## config.mk

```make
export PLATFORM = sky130hd
export DESIGN_NAME = stopwatch_core
export DESIGN_NICKNAME = d
export VERILOG_FILES = /design/src/rtl/stopwatch_pkg.sv /design/src/rtl/stopwatch_core_seven_seg_dec.sv /design/src/rtl/stopwatch_core.sv
export SDC_FILE = /design/constraint.sdc
export NUM_CORES = 1
export LEC_CHECK = 0
export CORE_MARGIN = 5
export CORE_UTILIZATION = 50
export DETAILED_ROUTE_END_ITERATION = 8
export GPL_ROUTABILITY_DRIVEN = 0
export PLACE_DENSITY = 0.8
export SLEW_MARGIN = 5
export SYNTH_ARGS = -nofsm -noshare
export SYNTH_HDL_FRONTEND = slang
export SYNTH_SLANG_ARGS = --single-unit
```

## constraint.sdc

```tcl
create_clock -name clk -period 5.5 [get_ports clk]
set_input_delay 0.825 -clock clk [delete_from_list [all_inputs] [get_ports clk]]
set_output_delay 0.825 -clock clk [all_outputs]
set_load 0.005 [all_outputs]
```

## src/rtl/stopwatch_pkg.sv

```systemverilog
// Shared constants, state encoding and digit helpers
// for the HH:MM:SS stopwatch.
package stopwatch_pkg;

  localparam int DIG_W = 4;

  localparam logic [5:0] SEC_MAX = 6'd59;
  localparam logic [5:0] MIN_MAX = 6'd59;

  // Active-low patterns, index 15 down to 0; 10..15 blank
  localparam logic [15:0][6:0] SEG_LUT = {
    7'h7F, 7'h7F, 7'h7F, 7'h7F, 7'h7F, 7'h7F,
    7'h10, 7'h00, 7'h78, 7'h02, 7'h12,
    7'h19, 7'h30, 7'h24, 7'h79, 7'h40
  };

  typedef enum logic {
    ST_IDLE = 1'b0,
    ST_RUN  = 1'b1
  } state_e;

  // Split 0..63 into {tens, ones} with a constant compare chain
  function automatic logic [2*DIG_W-1:0] bcd2(
    input logic [5:0] v
  );
    logic [DIG_W-1:0] t;
    logic [5:0]       r;
    t = '0;
    r = v;
    if (v >= 6'd60) begin
      t = 4'd6;
      r = v - 6'd60;
    end else if (v >= 6'd50) begin
      t = 4'd5;
      r = v - 6'd50;
    end else if (v >= 6'd40) begin
      t = 4'd4;
      r = v - 6'd40;
    end else if (v >= 6'd30) begin
      t = 4'd3;
      r = v - 6'd30;
    end else if (v >= 6'd20) begin
      t = 4'd2;
      r = v - 6'd20;
    end else if (v >= 6'd10) begin
      t = 4'd1;
      r = v - 6'd10;
    end
    return {t, r[DIG_W-1:0]};
  endfunction

endpackage

```

## src/rtl/stopwatch_core_seven_seg_dec.sv

```systemverilog
// One BCD digit to seven-segment pattern,
// bit0 = a .. bit6 = g.
module seven_seg_dec
  import stopwatch_pkg::*;
#(
  parameter bit SEG_ACTIVE_LOW = 1'b1
) (
  input  logic [DIG_W-1:0] dig_i,
  output logic [6:0]       seg_o
);

  assign seg_o = SEG_ACTIVE_LOW ? SEG_LUT[dig_i]
                                : ~SEG_LUT[dig_i];

endmodule

```

## src/rtl/stopwatch_core.sv

```systemverilog
// Run/pause FSM, HH:MM:SS counters, BCD split
// and six seven-segment displays.
module stopwatch_core
  import stopwatch_pkg::*;
#(
  parameter int HR_WRAP        = 24,
  parameter bit SEG_ACTIVE_LOW = 1'b1
) (
  input  logic       clk,
  input  logic       clr_n,
  input  logic       tick,
  input  logic       start,
  input  logic       pause,
  output logic       run,
  output logic [5:0] sec,
  output logic [5:0] min,
  output logic [4:0] hr,
  output logic [6:0] seg0,
  output logic [6:0] seg1,
  output logic [6:0] seg2,
  output logic [6:0] seg3,
  output logic [6:0] seg4,
  output logic [6:0] seg5
);

  localparam logic [4:0] HR_LAST = 5'(HR_WRAP - 1);

  state_e     state_q, state_d;
  logic [5:0] sec_q, sec_d;
  logic [5:0] min_q, min_d;
  logic [4:0] hr_q, hr_d;

  always_ff @(posedge clk or negedge clr_n) begin
    if (!clr_n) begin
      state_q <= ST_IDLE;
      sec_q   <= '0;
      min_q   <= '0;
      hr_q    <= '0;
    end else begin
      state_q <= state_d;
      sec_q   <= sec_d;
      min_q   <= min_d;
      hr_q    <= hr_d;
    end
  end

  // Pause has priority over start
  always_comb begin
    state_d = state_q;
    if (pause) begin
      state_d = ST_IDLE;
    end else if (start) begin
      state_d = ST_RUN;
    end
  end

  assign run = (state_q == ST_RUN);

  always_comb begin
    sec_d = sec_q;
    min_d = min_q;
    hr_d  = hr_q;
    if (tick && run) begin
      if (sec_q == SEC_MAX) begin
        sec_d = '0;
        if (min_q == MIN_MAX) begin
          min_d = '0;
          hr_d  = (hr_q == HR_LAST) ? 5'd0
                                    : hr_q + 5'd1;
        end else begin
          min_d = min_q + 6'd1;
        end
      end else begin
        sec_d = sec_q + 6'd1;
      end
    end
  end

  assign sec = sec_q;
  assign min = min_q;
  assign hr  = hr_q;

  logic [5:0][DIG_W-1:0] dig;
  logic [5:0][6:0]       seg_w;

  assign {dig[1], dig[0]} = bcd2(sec_q);
  assign {dig[3], dig[2]} = bcd2(min_q);
  assign {dig[5], dig[4]} = bcd2({1'b0, hr_q});

  for (genvar g = 0; g < 6; g++) begin : g_seg
    seven_seg_dec #(
      .SEG_ACTIVE_LOW(SEG_ACTIVE_LOW)
    ) u_dec (
      .dig_i(dig[g]),
      .seg_o(seg_w[g])
    );
  end

  assign seg0 = seg_w[0];
  assign seg1 = seg_w[1];
  assign seg2 = seg_w[2];
  assign seg3 = seg_w[3];
  assign seg4 = seg_w[4];
  assign seg5 = seg_w[5];

endmodule

```

==> flow_summary.ini <==
[outcome]
status = finished clean

[clock_tree]
cts_tree = done
hold_buffers = 0
cts_made_buffers = 3
cts_resized = 0
cts_setup_buffers = 0
htree_levels = 1
clk_latency_ns = 0.26
clkTransAtPathRegs_ns = 0.07
root_buffer = clkbuf_8
clock_path_buffers = 2
clock_sinks = 18

[timing]
clock-skew-final_ns = 0.004162
setup_viol = 0
rsz0062_at_grt = false
tightestPinTransition_ns = 0.8352
min_period_ns = 4.537
hold_viol = 0
slew_viol_final = 0
post-route-period-util_pct = 82.49
timing.fmax_ghz = 0.2204
slew_headroom_pct = 44.14
fin_tns_setup_ns = 0

[global_routing]
grt_pass1_wl_mm = 11.86
grt_usage_pct = 18.83
antenna_found_initial = 0
grt_max_degree = 19
first_global_vias = 2557
grt_overflow = 0

[worst_setup_path]
slowest_stage = dfrtp_1
reg2reg_from = sec[2]
rr_worst_depth = 9
critical_path.cell_chain = inv_1 > ha_1 > a211o_2 > and2_1 > a22o_1 > or2_4 > a21oi_4 > inv_1 > ha_1 > o21a_1 > nor2_1 > clkdlybuf4s50_1
startpoint = min[2]
cp-endpoint = seg2[1]
path_class = register to primary output
critical_path.max_fanout = 9
rrSetupSlack_ns = 2.43
cp-start-kind = register
slowest_delay_ns = 0.54
critPathRequiredTime_ns = 4.68
arrival_ns = 3.71
cp-end-kind = primary output
r2r_end = hr[2]

[floorplan]
ios = 65
die_h_um = 85.27
chipWidth_um = 85.27
rows = 27
die_area_sq_um = 7271
start_util_pct = 51.44
coreArea_sq_um = 5507

[power]
p_per_area_nw_per_um2 = 491.2
p_sw_mw = 0.7648
intPower_mw = 0.9534
swShare_pct = 44.51
p_seq_share_pct = 13.2
pwr-share-clk_pct = 6.4
p_comb_share_pct = 80.4
p_leak_nw = 1.491
irDropWorstVdd_v = 0.0005595

[yosys]
synth_edf_count = 0
ys_seq_elements = 18
synth_top_area_cell = ha_1
yosysMostFrequentCell = ha_1
syn_area_per_cell_sq_um = 8.070
ys_async_sr_fraction_pct = 100.0
synth_warnings = 0
netlist_top_cells_count = ha_1, nand2_1, nor2_1
ys_types = 76
synthesis.nets = 400
seq_area_frac_synth_pct = 15.90
syn-cell-area_sq_um = 2833
synthCells = 351
ys_top_cells_by_area = ha_1, dfrtp_1, nand2_1
yosys_most_used_dff = dfrtp_1
yosysTopAreaCellShare_pct = 19.43

[final_layout]
drive_gt1_share_pct = 9.774
synthToLayoutAreaGrowth_pct = 23.50
num_antenna_cells = 0
fin_util_pct = 63.53
nNetsFinal = 449

[routing]
drtIter0Drc = 122
vias = 2693
vias_per_cell = 5.718
drcViolationCount = 0
drt_pre_antenna_iters = 4
routed_wl_mm = 6.865
wl_per_cell_um = 14.58
ant_nets = 0

[placed_design]
dp_hpwl_mm = 5.345
io_buffers = 63

[hold_path]
min_from = run
min_path_type = register to register

[run]
cap_violations = 0
registers in the layout, indices dropped and copies added (netlist names):
name / count
run: 1
hr: 5
min: 6
sec: 6
layout by cell type (no fill, tap or decap), types with 5 or more instances in the layout:
cell	netlist	layout
dfrtp_1	18	18
xnor2_1	7	7
nor2_1	32	32
o21a_1	6	6
nand2_1	34	34
xor2_1	6	6
inv_1	23	23
nand3_1	11	11
nor2b_1	5	5
a21oi_1	18	18
o21ai_0	20	20
clkdlybuf4s50_1	0	63
a31oi_1	6	6
and2_1	6	6
ha_1	44	44
area by class of cell:
type | instances | area (sq um)
well taps | 72 | 90.09
inverters | 24 | 90.09
multi-input cells | 290 | 2182
flip-flops and latches | 18 | 450.4
fillers | 487 | 2008
repair buffers | 63 | 630.6
clock buffers | 4 | 55.05
power by group through the flow:
stage                     combinational [mW]  sequential [mW]  clock [mW]
final                                   1.38            0.227       0.109
after global placement                  1.35            0.225           0
after detailed placement                1.37            0.229           0
after global routing                    1.53            0.236       0.118
after CTS                               1.38            0.226       0.110
after floorplan                        0.811            0.192           0
cell families (layout without fill, tap and decap cells):
family,after synthesis,after routing,synth area share (%)
AOI/OAI and AO/OA,95,95,26.15
adders and majority gates,44,44,19.43
xor gates and xnor gates,14,14,4.991
muxes,7,7,2.827
DFF,18,18,15.90
other,1,1,0.1324
buffers and inverters,43,91,7.067
and+or+nand+nor,129,129,23.50
worst min-delay path by stage:
stage,end,depth (start not counted)
2_1_floorplan,hr[0],0
3_3_place_gp,run,2
3_5_place_dp,run,2
4_1_cts,run,2
5_1_grt,run,2
6_report,run,2
routing by layer:
metal	GRT usage (%)	wire length [um]	up-vias
li1	-	-	1336
met2	31.57	3150	88
met5	0	0	-
met3	2.330	385	10
met4	4.029	87	0
met1	25.79	3243	1259
metrics by stage:
stage / area [sq um] / setup slack (ns) / std cells / power (mW) / hold slack [ns]
3_3_place_gp: 3443 / 1.329 / 467 / 1.575 / 0.5718
2_1_floorplan: 2833 / 1.874 / 351 / 1.003 / 0.5294
3_5_place_dp: 3443 / 1.247 / 467 / 1.603 / 0.5814
6_report: 3498 / 0.9629 / 471 / 1.718 / 0.5936
4_1_cts: 3498 / 0.9547 / 471 / 1.720 / 0.6008
5_1_grt: 3498 / 0.6913 / 471 / 1.881 / 0.6241
critical path, delay by kind of cell, from the launching register on:
family	cells	cell delay [ns]
AND/OR/NAND/NOR	3	0.59
AO/OA/AOI/OAI	4	0.94
flip-flops	1	0.54
buffers and inverters	3	0.78
adder cells (fa/ha/maj)	2	0.59
(Power assumes the default switching activity.)
